`src/rtl/vram_pkg.sv`:
```
// vram_pkg: shared constants and enumerations for the VGA character buffer
// arbiter (buffer geometry, CPU access FSM states, read-return owner tag).
`timescale 1ns/1ps
package vram_pkg;

  localparam int VRAM_AW = 12;  // 4096 character cells
  localparam int VRAM_DW = 8;   // one byte per cell

  typedef enum logic [1:0] {
    C_IDLE  = 2'd0,
    C_DRAIN = 2'd1,
    C_ARB   = 2'd2,
    C_DATA  = 2'd3
  } cpu_state_t;

  typedef enum logic {
    OWN_CPU = 1'b0,
    OWN_VGA = 1'b1
  } owner_t;

endpackage

```
`src/rtl/vram_wbuf.sv`:
```
// vram_wbuf: circular posted-write FIFO holding CPU stores (address + data)
// until they win a memory slot.
// Ports:
//   clock, reset            clock / async active-low reset (empties the FIFO)
//   push, push_addr/data    enqueue one write (caller guarantees !full or pop)
//   pop                     dequeue the head entry (caller guarantees !empty)
//   full, empty             occupancy flags
//   head_addr, head_data    oldest buffered write
`timescale 1ns/1ps
module vram_wbuf #(
  parameter int DEPTH = 4,
  parameter int AW    = 12,
  parameter int DW    = 8
) (
  input  logic          clock,
  input  logic          reset,
  input  logic          push,
  input  logic [AW-1:0] push_addr,
  input  logic [DW-1:0] push_data,
  input  logic          pop,
  output logic          full,
  output logic          empty,
  output logic [AW-1:0] head_addr,
  output logic [DW-1:0] head_data
);

  localparam int PW = $clog2(DEPTH);

  // Pointers carry one extra wrap bit so full and empty are distinguishable.
  logic [PW:0]   wr_ptr;
  logic [PW:0]   rd_ptr;
  logic [AW-1:0] addr_q [DEPTH];
  logic [DW-1:0] data_q [DEPTH];

  assign empty     = (wr_ptr == rd_ptr);
  assign full      = (wr_ptr[PW] != rd_ptr[PW]) && (wr_ptr[PW-1:0] == rd_ptr[PW-1:0]);
  assign head_addr = addr_q[rd_ptr[PW-1:0]];
  assign head_data = data_q[rd_ptr[PW-1:0]];

  // Pointer update; reset discards any buffered writes.
  always_ff @(posedge clock or negedge reset) begin
    if (!reset) begin
      wr_ptr <= '0;
      rd_ptr <= '0;
    end else begin
      if (push) wr_ptr <= wr_ptr + (PW+1)'(1);
      if (pop)  rd_ptr <= rd_ptr + (PW+1)'(1);
    end
  end

  // Entry storage; contents are meaningless while the slot is unoccupied.
  always_ff @(posedge clock) begin
    if (push) begin
      addr_q[wr_ptr[PW-1:0]] <= push_addr;
      data_q[wr_ptr[PW-1:0]] <= push_data;
    end
  end

endmodule

```
`src/rtl/vram_arbiter.sv`:
```
// vram_arbiter: shares the single-port 4096x8 VGA character buffer between the
// CPU MMIO path and the VGA scan-out fetch engine. CPU stores are posted into
// vram_wbuf; scan-out has priority, bounded by a starvation counter.
// Ports:
//   clock, reset                        system clock / async active-low reset
//   cpu_req/we/addr/wdata -> cpu_ready  CPU request, held until cpu_ready
//   cpu_rvalid, cpu_rdata               CPU read return pulse and data
//   vga_req/addr -> vga_gnt             scan-out fetch request and issue flag
//   vga_rvalid, vga_rdata               scan-out return, one cycle after vga_gnt
//   mem_en/we/addr/wdata, mem_rdata     single-port buffer interface (1-cycle read)
`timescale 1ns/1ps
module vram_arbiter
  import vram_pkg::*;
#(
  parameter int WBUF_DEPTH = 4,
  parameter int MAX_STARVE = 8,
  parameter int AW         = VRAM_AW,
  parameter int DW         = VRAM_DW
) (
  input  logic          clock,
  input  logic          reset,
  input  logic          cpu_req,
  input  logic          cpu_we,
  input  logic [AW-1:0] cpu_addr,
  input  logic [DW-1:0] cpu_wdata,
  output logic          cpu_ready,
  output logic          cpu_rvalid,
  output logic [DW-1:0] cpu_rdata,
  input  logic          vga_req,
  input  logic [AW-1:0] vga_addr,
  output logic          vga_gnt,
  output logic          vga_rvalid,
  output logic [DW-1:0] vga_rdata,
  output logic          mem_en,
  output logic          mem_we,
  output logic [AW-1:0] mem_addr,
  output logic [DW-1:0] mem_wdata,
  input  logic [DW-1:0] mem_rdata
);

  localparam int SW = $clog2(MAX_STARVE + 1);

  cpu_state_t    state;
  cpu_state_t    state_nx;
  logic [SW-1:0] starve_cnt;
  logic          rd_busy;
  owner_t        rd_owner;

  logic          wb_push;
  logic          wb_full;
  logic          wb_empty;
  logic [AW-1:0] wb_head_addr;
  logic [DW-1:0] wb_head_data;

  logic          cpu_pending;
  logic          starve_hit;
  logic          vga_win;
  logic          rd_win;
  logic          wr_win;

  vram_wbuf #(.DEPTH(WBUF_DEPTH), .AW(AW), .DW(DW)) u_wbuf (
    .clock     (clock),
    .reset     (reset),
    .push      (wb_push),
    .push_addr (cpu_addr),
    .push_data (cpu_wdata),
    .pop       (wr_win),
    .full      (wb_full),
    .empty     (wb_empty),
    .head_addr (wb_head_addr),
    .head_data (wb_head_data)
  );

  // One memory slot per cycle: starved CPU, then scan-out, then CPU read, then posted write.
  always_comb begin
    cpu_pending = (state == C_ARB) || !wb_empty;
    starve_hit  = (starve_cnt == SW'(MAX_STARVE)) && cpu_pending;
    vga_win     = 1'b0;
    rd_win      = 1'b0;
    wr_win      = 1'b0;
    if (!reset) begin
      // While reset is held nobody gets the memory, so every output reads 0.
      vga_win = 1'b0;
    end else if (starve_hit) begin
      if (state == C_ARB) rd_win = 1'b1;
      else                wr_win = 1'b1;
    end else if (vga_req) begin
      vga_win = 1'b1;
    end else if (state == C_ARB) begin
      rd_win = 1'b1;
    end else if (!wb_empty) begin
      wr_win = 1'b1;
    end else begin
      vga_win = 1'b0;
    end
  end

  // CPU access FSM: write acceptance in C_IDLE, reads wait for the buffer to drain.
  always_comb begin
    state_nx  = state;
    cpu_ready = 1'b0;
    wb_push   = 1'b0;
    case (state)
      C_IDLE: begin
        if (reset && cpu_req) begin
          if (cpu_we) begin
            if (!wb_full) begin
              cpu_ready = 1'b1;
              wb_push   = 1'b1;
            end else begin
              cpu_ready = 1'b0;
            end
          end else begin
            state_nx = wb_empty ? C_ARB : C_DRAIN;
          end
        end else begin
          state_nx = C_IDLE;
        end
      end
      C_DRAIN: begin
        if (wb_empty) state_nx = C_ARB;
        else          state_nx = C_DRAIN;
      end
      C_ARB: begin
        if (rd_win) begin
          cpu_ready = 1'b1;
          state_nx  = C_DATA;
        end else begin
          state_nx = C_ARB;
        end
      end
      C_DATA:  state_nx = C_IDLE;
      default: state_nx = C_IDLE;
    endcase
  end

  // Memory port drive for the winning requester.
  always_comb begin
    mem_en    = 1'b0;
    mem_we    = 1'b0;
    mem_addr  = '0;
    mem_wdata = '0;
    vga_gnt   = 1'b0;
    if (vga_win) begin
      mem_en   = 1'b1;
      mem_addr = vga_addr;
      vga_gnt  = 1'b1;
    end else if (rd_win) begin
      mem_en   = 1'b1;
      mem_addr = cpu_addr;
    end else if (wr_win) begin
      mem_en    = 1'b1;
      mem_we    = 1'b1;
      mem_addr  = wb_head_addr;
      mem_wdata = wb_head_data;
    end else begin
      mem_en = 1'b0;
    end
  end

  // CPU FSM state register.
  always_ff @(posedge clock or negedge reset) begin
    if (!reset) state <= C_IDLE;
    else        state <= state_nx;
  end

  // Starvation counter: counts slots lost to scan-out while the CPU waits.
  always_ff @(posedge clock or negedge reset) begin
    if (!reset) begin
      starve_cnt <= '0;
    end else if (!cpu_pending || rd_win || wr_win) begin
      starve_cnt <= '0;
    end else if (vga_win && (starve_cnt != SW'(MAX_STARVE))) begin
      starve_cnt <= starve_cnt + SW'(1);
    end else begin
      starve_cnt <= starve_cnt;
    end
  end

  // Read-return owner tag captured at issue; reset kills an in-flight return.
  always_ff @(posedge clock or negedge reset) begin
    if (!reset) begin
      rd_busy  <= 1'b0;
      rd_owner <= OWN_CPU;
    end else begin
      rd_busy  <= vga_win || rd_win;
      rd_owner <= vga_win ? OWN_VGA : OWN_CPU;
    end
  end

  assign cpu_rvalid = rd_busy && (rd_owner == OWN_CPU);
  assign vga_rvalid = rd_busy && (rd_owner == OWN_VGA);
  assign cpu_rdata  = cpu_rvalid ? mem_rdata : '0;
  assign vga_rdata  = vga_rvalid ? mem_rdata : '0;

endmodule

```
`config.mk`:
```
export PLATFORM = sky130hd
export DESIGN_NAME = vram_arbiter
export DESIGN_NICKNAME = d
export VERILOG_FILES = /design/src/rtl/vram_pkg.sv /design/src/rtl/vram_wbuf.sv /design/src/rtl/vram_arbiter.sv
export SDC_FILE = /design/constraint.sdc
export NUM_CORES = 1
export LEC_CHECK = 0
export BUFFER_PORTS_ARGS = -buffer_cell sky130_fd_sc_hd__buf_4
export CAP_MARGIN = 25
export CORE_MARGIN = 5
export CORE_UTILIZATION = 40
export CTS_BUF_LIST = sky130_fd_sc_hd__clkbuf_2
export CTS_CLUSTER_SIZE = 25
export DETAILED_ROUTE_END_ITERATION = 7
export GPL_TIMING_DRIVEN = 0
export SYNTH_ARGS = -nofsm -noshare
export SYNTH_HDL_FRONTEND = slang
export SYNTH_SLANG_ARGS = --single-unit
```
`constraint.sdc`:
```
create_clock -name clock -period 2.64 [get_ports clock]
set_input_delay 0.396 -clock clock [delete_from_list [all_inputs] [get_ports clock]]
set_output_delay 0.396 -clock clock [all_outputs]
set_load 0.01 [all_outputs]
```
# Word level (Yosys, flattened, before mapping)

Memories as Yosys holds them, arrays and structs flattened.
Cells that the tools add are included.

Logic and storage cells: 77
Memory bits (writable): 80
Flip-flop bits (word level): 14
Output and inout port bits: 42
Input port bits: 45
Memories kept: 2

Equal/unequal tests: 9
Multiplexer cells: 42
Reduce and logical (&&, ||, !) cells: 14
Add/subtract/negate cells: 3
Bitwise logic cells: 1

Memory list:

| name          | depth | bits a word | read ports | clocked after memory_dff | write ports | RTL line        | RTL |
|---|---|---|---|---|---|---|---|
| u_wbuf.addr_q | 4     | 12          | 1          | 0                        | 1           | vram_wbuf.sv:32 | `logic [AW-1:0] addr_q [DEPTH];` |
| u_wbuf.data_q | 4     | 8           | 1          | 0                        | 1           | vram_wbuf.sv:33 | `logic [DW-1:0] data_q [DEPTH];` |

Operator list:

| kind                                                            | number |
|---|---|
| 8-bit two-way mux                                               | 5 |
| 12-bit two-way mux                                              | 3 |
| 1-bit two-way mux                                               | 27 |
| 4-bit two-way mux                                               | 2 |
| 2-bit one-hot mux with 4 select lines                           | 1 |
| 3-bit by 1-bit adder with 3-bit output, second input constant   | 2 |
| 1-bit logical AND                                               | 6 |
| 2-bit two-way mux                                               | 3 |
| 4-bit by 1-bit adder with 4-bit output, second input constant   | 1 |
| 2-bit == test, second input constant                            | 2 |
| 4-bit == test, second input constant                            | 1 |
| 1-bit logical OR                                                | 4 |
| 4-bit != test, second input constant                            | 1 |
| 3-bit == test                                                   | 1 |
| 3-bit != test, second input constant                            | 1 |
| 2-bit by 1-bit == test with 1-bit output, second input constant | 1 |
| 2-bit == test                                                   | 1 |
| 1-bit zero test                                                 | 2 |
| 2-bit zero test                                                 | 1 |
| 1-bit one-hot mux with 2 select lines                           | 1 |
| 2-bit nonzero test                                              | 1 |
| 1-bit != test                                                   | 1 |
| 1-bit NOT                                                       | 1 |

# Depth between registers and ports, before layout

Gate-level depths: netlist of run 1.

Depth in word-level cells: 9
Gate-level depth with buffers: 9
Gate-level depth less buffers: 8

# Modules after synthesis

From an unflattened synthesis of run 1, not the netlist that was laid out.

Cell total of the unflattened synthesis: 239
Area, all modules: 4082.7 um^2

By module, submodules not included:

| module       | times used | area an instance (um^2) | cells an instance | seq. area each (um^2) |
|---|---|---|---|---|
| vram_wbuf    | 1          | 3235.6                  | 134               | 2552.4 |
| vram_arbiter | 1          | 847.1                   | 105               | 200.2 |

# Worst setup path before layout of run 1

OpenSTA, ideal clock, no wires.

Kind: register -> output
Start: register starve_cnt[0]
End: output port mem_addr[10]
Path slack: 0.570 ns
Cell stages (with the launch flop): 9
Data required time: 2.244 ns
Buffers on the path: 1
Arrival time: 1.674 ns
Cells stage by stage: dfrtp_1 -> inv_1 -> ha_1 -> nand3b_1 -> a21bo_2 -> nor3_4 -> buf_4 -> nand2_1 -> a21oi_1

Cells in the longest elaborated chain, start to end: 7
Elaborated cells between the ends (all ways): 11
Classes of those cells: 1 x eq/ne; 9 x mux; 1 x reduce/logical

Ends and longest elaborated chain:

| element                  | RTL line            | RTL |
|---|---|---|
| start: declaration       | vram_arbiter.sv:45  | `logic [SW-1:0] starve_cnt;` |
| start signal: assignment | vram_arbiter.sv:174 | `starve_cnt <= starve_cnt + SW'(1);` |
| start signal: assignment | vram_arbiter.sv:176 | `starve_cnt <= starve_cnt;` |
| 4-bit == test *          | vram_arbiter.sv:77  | `starve_hit = (starve_cnt == SW'(MAX_STARVE)) && cpu_pending;` |
| 1-bit logical AND *      | vram_arbiter.sv:77  |  |
| 1-bit two-way mux        | vram_arbiter.sv:84  | `end else if (starve_hit) begin` |
| 1-bit two-way mux        | vram_arbiter.sv:81  | `if (!reset) begin` |
| 12-bit two-way mux       | vram_arbiter.sv:151 | `end else if (wr_win) begin` |
| 12-bit two-way mux       | vram_arbiter.sv:148 | `end else if (rd_win) begin` |
| 12-bit two-way mux *     | vram_arbiter.sv:144 | `if (vga_win) begin` |
| end: declaration         | vram_arbiter.sv:36  | `output logic [AW-1:0] mem_addr,` |

Mark *: on every way between the ends. The rest lies on a longest branch, timed or not.

# Worst setup path after layout of run 1

Start: register starve_cnt[0]
End: output port mem_addr[7]

The elaborated chain is that of the path after synthesis.

==> metrics.md, run 1 <==
| Metric | Value |
|---|---|
| Die width | roughly 110 µm |
| Synthesized area | around 4100 µm² |
| Synth cell types | 35 |
| CTS Sinks | between 90 and 100 |
| Crit-path slowest cell | dfrtp_1 |
| Die Height | around 110 µm |
| Final nets | around 460 |
| Largest area contributor in the netlist | edfxtp_1 |
| Clock buffer count from CTS | 9 |
| CP startpoint kind | flop |
| Largest net degree at the start of global routing | 20 |
| Minimum clock period | about 2800 ps |
| Peak supply drop | 329 µV |
| Crit path DAT | approximately 2400 ps |
| Seq cells post-synth | between 90 and 100 |
| CP required | around 2200 ps |
| Die ar. | between 10,000 and 15,000 µm² |
| Core Rows | 36 |
| First-pass GRT wire length | ~15,000 µm |
| Slew HR | 49.8% |
| Design area | 5760 µm² |
| Root cell of the clock tree | clkbuf_2 |
| Initial Util | approximately 40% |
| Adder-cell share of the synthesized area | 2.15% |
| Power Dens Cells | between 800 and 900 nW/µm² |
| M1 GR Usage | about a fifth |
| Dpl cell area | approximately 5000 µm² |
| Worst-Margin Slew | ~750 ps |
| Largest family of logic cells by synthesized area | multiplexers |
| Hold Slack | 73.7 ps |
| Share of cells above drive strength 1 | between 50% and 60% |
| Vias | ~2,700 |
| Grt met3 use | 3.33% |
| Hold depth | 1 |
| Outcome | finished with violations |
| Post-synthesis xor/xnor area fraction | 2.15% |
| Post-DP HPWL | around 6300 µm |
| Synth Area in Compound Gates | approximately 4.3% |
| Synthesis-to-finish area growth | 41.8% |
| Core Area | 9860 µm² |
| Top cells by count, synth | 80 x edfxtp_1, 22 x and2_1, 20 x mux4_2 |
| Crit path kind | flop to primary output |
| Syn Area/Cell | about 16 µm² |
| Post-Synthesis Cells | 259 |
| HP Class | input pin to flop |
| Wire per inst | approximately 18 µm |
| Syn nets | just over 300 |
| ANT cells | 0 |
| Layer with the highest usage | met2 |
| Seq/Total Area, Yosys | about two thirds |
| DRC violations left | 0 |
| Ys Warns | 0 |
| Failing checks | negative setup slack |
| Final total power | 4.68 mW |
| Most frequent cell after synthesis | edfxtp_1 |
| CTS tree | built |
| Layout fillers | between 700 and 800 |
| Crit-path cells | inv_2, ha_4, nand3b_1, a21bo_2, nor3_4, buf_6, buf_8, nand2_4, a21oi_4, buf_6 |
| Drt total wl | roughly 9500 µm |
| Final worst-path setup slack | -144 ps |
| Clock Tree Buf Depth | 2 |
| 1st-iter DRT viols | ~120 |
| Final Hold Viols | 0 |
| Leakage | 2.28 nW |
| Synth Area in Simple Gates | 10.2% |
| Skew-Pair Late Insertion Delay | 550 ps |
| Mux cell area share after synthesis | 11.6% |
| Number of synthesized flops with an enable pin | 80 |
| Grt ovf | 0 |
| Io pins | 87 |
| Crit-path max FO | 5 |
| GRT Total Usage | between 15 and 20% |
| Delay of the slowest critical-path stage | between 400 and 500 ps |
| Most frequent cell on the critical path | buf_6 |
| Fraction of registers with async set/reset | 14.9% |
| Vias in the first global route | approximately 2,800 |
| H-tree levels | 3 |
| Max-slew violations | 0 |
| Initial antenna violation count | 0 |
| Port bufs | 86 |
| DR vias/cell | roughly 5 |
| Ranking of synthesized cells by area | edfxtp_1 59%, mux4_2 11%, dfrtp_1 8.6% |
| Placer Congestion | a little under 0.8 |
| Worst-path clk slew | roughly 280 ps |
| Antenna-violating nets left | 0 |
| Final setup fails | 21 |
| Fmax | 359 MHz |
| RSZ-0062 raised after global routing | true |
| Number of max-cap violations | 0 |
| R2r worst-path depth | 6 |
| Final cycle utilization of the critical path | 105% |
| Setup Skew | 22.5 ps |
| Detailed Routing Iterations Pass 1 | 4 |
| Commonest register cell after synthesis | edfxtp_1 |
| CP Capture Type | primary output |
| Met2 global-route usage | a little over a quarter |
| Share of the synthesized area in the top cell type | approximately three fifths |
## per-layer routing
metal | up-vias | part of all wire (%) | wire (µm)
met5 | - | 0 | 0
met4 | 0 | 1.1 | 101
met3 | 9 | 5.6 | 531
met2 | 82 | 49 | 4690
met1 | 1343 | 44 | 4200
li1 | 1273 | - | -
## stage by stage
step	TNS, ps	utilization, %	instances	setup WS (ps)
floorplan	0	-	259	570
global placement	0	49.4	478	44.2
detailed placement	0	50.4	482	33.3
CTS	-2760	56.6	530	-176
global route	-4900	58.4	544	-280
finish	-1770	58.4	544	-144
## state kept, by name (all words and copies together) (netlist names)
signal         count
u_wbuf.addr_q     48
rd_busy            1
rd_owner           1
u_wbuf.wr_ptr      3
starve_cnt         4
state              2
u_wbuf.rd_ptr      3
u_wbuf.data_q     32
## cells in the final DEF, fill, tap and decap left out, drive strengths merged, types with 3 or more instances in the layout
| master | instances |
|---|---|
| a21oi | 12 |
| clkbuf | 12 |
| dlygate4sd3 | 20 |
| xor2 | 4 |
| nor2 | 18 |
| mux4 | 20 |
| edfxtp | 80 |
| inv | 11 |
| nand4 | 3 |
| ha | 7 |
| xnor2 | 6 |
| buf | 123 |
| o21ai | 14 |
| nand3 | 3 |
| dfrtp | 14 |
| and3 | 9 |
| and2 | 22 |
| nand2 | 16 |
## layout make-up
cell class | count | area, µm² | share of cell area, %
Buffer | 9 | 70.1 | 1.22
Tap cell | 133 | 166 | 2.89
Clock inverter | 7 | 62.6 | 1.09
Timing Repair Buffer | 137 | 1220 | 21.2
Clock buffer | 9 | 45.0 | 0.781
Inverter | 6 | 25.0 | 0.434
Sequential cell | 94 | 2760 | 47.8
Multi-Input combinational cell | 149 | 1410 | 24.5
## what timing repair did
action,in CTS,in global routing
gates resized for setup,61,18
setup endpoints to repair,23,22
endpoints found under the hold margin,60,29
hold buffers,14,6
pin swaps,10,8
buffers inserted,16,9
gates cloned,2,1
## power breakdown
group	leakage, nW	switching [mW]	internal, mW
clock	0.0711	0.531	0.151
sequential	0.894	0.108	1.76
combinational	1.32	0.960	1.17
## critical path: cells and delay by family, from the launching register on
kind | cells | cell delay (ps)
buffers and inverters | 4 | 470
flip-flops | 1 | 460
AO/OA/AOI/OAI | 2 | 440
AND/OR/NAND/NOR | 3 | 350
adder cells (fa/ha/maj) | 1 | 120
## logic make-up after synthesis
logic type      after synthesis
compound gates               32
xor+xnor                     10
fa+ha+maj                     7
buf+inv                      16
flops                        94
mux                          22
simple gates                 78
## path summary, 6_finish.rpt
kind                                         to  slack, ps             start
max                                 mem_addr[7]       -140     starve_cnt[0]
min                        u_wbuf.addr_q[3][11]         70      cpu_addr[11]
max reg2reg                 u_wbuf.addr_q[3][5]        380  u_wbuf.rd_ptr[2]
min reg2reg                            state[1]        560          state[1]
max in group asynchronous      u_wbuf.rd_ptr[0]       1710             reset
min in group asynchronous              state[0]        430             reset
(Power assumes the default switching activity.)
==> run 2, diff against run 1 <==
- RECOVER_POWER: unset -> 25
==> metrics.md, run 2 (synthesized netlist as in run 1, its figures left out) <==
| Metric | Value |
|---|---|
| Detailed Routing Iterations Pass 1 | 4 |
| Synthesis-to-finish area growth | 40.3% |
| Setup_tns | -2030 ps |
| ANT cells | 0 |
| DR vias/cell | 4.98 |
| Port bufs | 86 |
| Leakage | ~2.2 nW |
| Grt ovf | 0 |
| Initial Util | between 40% and 50% |
| P_int | roughly 3 mW |
| Post-DP HPWL | 6280 µm |
| CP required | approximately 2200 ps |
| Worst-path clk slew | 280 ps |
| Clock network power share | around 15% |
| Most frequent cells in the layout | 80 x buf_4, 80 x edfxtp_1, 20 x mux4_2, 20 x dlygate4sd3_1, 19 x clkbuf_1 |
| Reg power frac | 40.0% |
| Clock Tree Buf Depth | 2 |
| First-pass GRT wire length | about 15,000 µm |
| Outcome | finished with violations |
| Final setup fails | 21 |
| Clock buffer count from CTS | 9 |
| Worst-Margin Slew | around 700 ps |
| Core Rows | 36 |
| Final Util | 57.8% |
| Net Sw Frac | around a third |
| Sw Pwr | roughly 1.6 mW |
| Initial antenna violation count | 0 |
| Skew-Pair Late Insertion Delay | 550 ps |
| Die width | roughly 110 µm |
| Share of cells above drive strength 1 | between 40% and 50% |
| Failing checks | negative setup slack |
| Placer Congestion | between 0.7 and 0.8 |
| Final total power | 4.67 mW |
| Max-slew violations | 0 |
| Comb power frac | 45.4% |
| 1st-iter DRT viols | roughly 120 |
| CTS Sinks | between 90 and 100 |
| Die Height | roughly 110 µm |
| Number of max-cap violations | 0 |
| Final Hold Viols | 0 |
| Final cycle utilization of the critical path | 106% |
| Final nets | approximately 460 |
| Max reg flops | 48 |
| Root cell of the clock tree | clkbuf_2 |
| Largest net degree at the start of global routing | 20 |
| RSZ-0062 raised after global routing | true |
| Crit-path max FO | 5 |
| Io pins | slightly below 90 |
| Crit path DAT | 2390 ps |
| Final worst-path setup slack | -149 ps |
| Power Dens Cells | 819 nW/µm² |
| CP Capture Type | primary output |
| Worst R2R Setup Slack | around 380 ps |
| Wire per inst | roughly 18 µm |
| CTS tree | built |
| Peak supply drop | between 300 and 400 µV |
| Antenna-violating nets left | 0 |
| CP startpoint kind | flop |
| Hold Slack | 168 ps |
| Crit path kind | flop to primary output |
| DRC violations left | 0 |
| Setup Skew | between 20 and 25 ps |
| Drt total wl | about 9500 µm |
| Die ar. | about 12,000 µm² |
| Minimum clock period | 2790 ps |
| Vias | around 2,700 |
| Vias in the first global route | approximately 2,800 |
| Fmax | 359 MHz |
| H-tree levels | 3 |
| Core Area | a little under 10,000 µm² |
| GRT Total Usage | between 10% and 20% |
| HP Class | input pin to flop |
| Slew HR | 53.0% |
[run 2: final timing paths]
kind | end | from | depth (start not counted)
max | mem_addr[7] | starve_cnt[0] | 10
min | u_wbuf.addr_q[3][11] | cpu_addr[11] | 1
max reg2reg | u_wbuf.addr_q[0][6] | u_wbuf.rd_ptr[2] | 6
min reg2reg | state[1] | state[1] | 1
max in group asynchronous | u_wbuf.rd_ptr[1] | reset | 2
min in group asynchronous | state[0] | reset | 2
[run 2: layer usage]
metal  global-route usage (%)  routed length, µm
met1                     19.8               4170
met2                     26.8               4720
met3                     3.33                512
met4                     4.93                120
met5                        0                  0
[run 2: cell type report]
| cell class | count | area [µm²] |
|---|---|---|
| Tap cell | 133 | 166 |
| Fill cell | 804 | 4160 |
| Buffer | 9 | 70.1 |
| Sequential cell | 94 | 2760 |
| Clock inverter | 7 | 62.6 |
| Clock buffer | 9 | 45.0 |
| Multi-Input combinational cell | 149 | 1410 |
| Inverter | 6 | 25.0 |
| Timing Repair Buffer | 137 | 1160 |
[run 2: what timing repair did]
action / CTS / global route
setup endpoints to repair: 23 / 22
hold buffers: 14 / 6
endpoints found under the hold margin: 60 / 29
resized for setup: 61 / 18
cloned: 2 / 1
pin swaps: 10 / 8
setup buffers: 16 / 9
[run 2: per-stage QoR]
step / setup WS (ps) / instances / instance area [µm²]
after floorplan: 570 / 259 / 4070
after global placement: 44.2 / 478 / 4880
after detailed placement: 33.3 / 482 / 4970
after CTS: -176 / 530 / 5580
after global routing: -280 / 544 / 5700
final: -149 / 544 / 5700
[run 2: worst max-delay path, cell delays in order (launching register included)]
cell      delay, ps
dfrtp_1         470
inv_2            80
ha_4            120
nand3b_1        130
a21bo_2         250
nor3_4          170
buf_6           140
buf_8           120
nand2_4          50
a21oi_4         180
buf_6           130
[run 2: power by group through the flow]
stage	combinational (mW)	clock [mW]	sequential, mW
5_1_grt	2.29	0.765	1.89
3_3_place_gp	1.50	0	1.90
2_1_floorplan	0.990	0	1.87
4_1_cts	1.95	0.705	1.88
6_report	2.12	0.685	1.87
3_5_place_dp	1.54	0	1.91
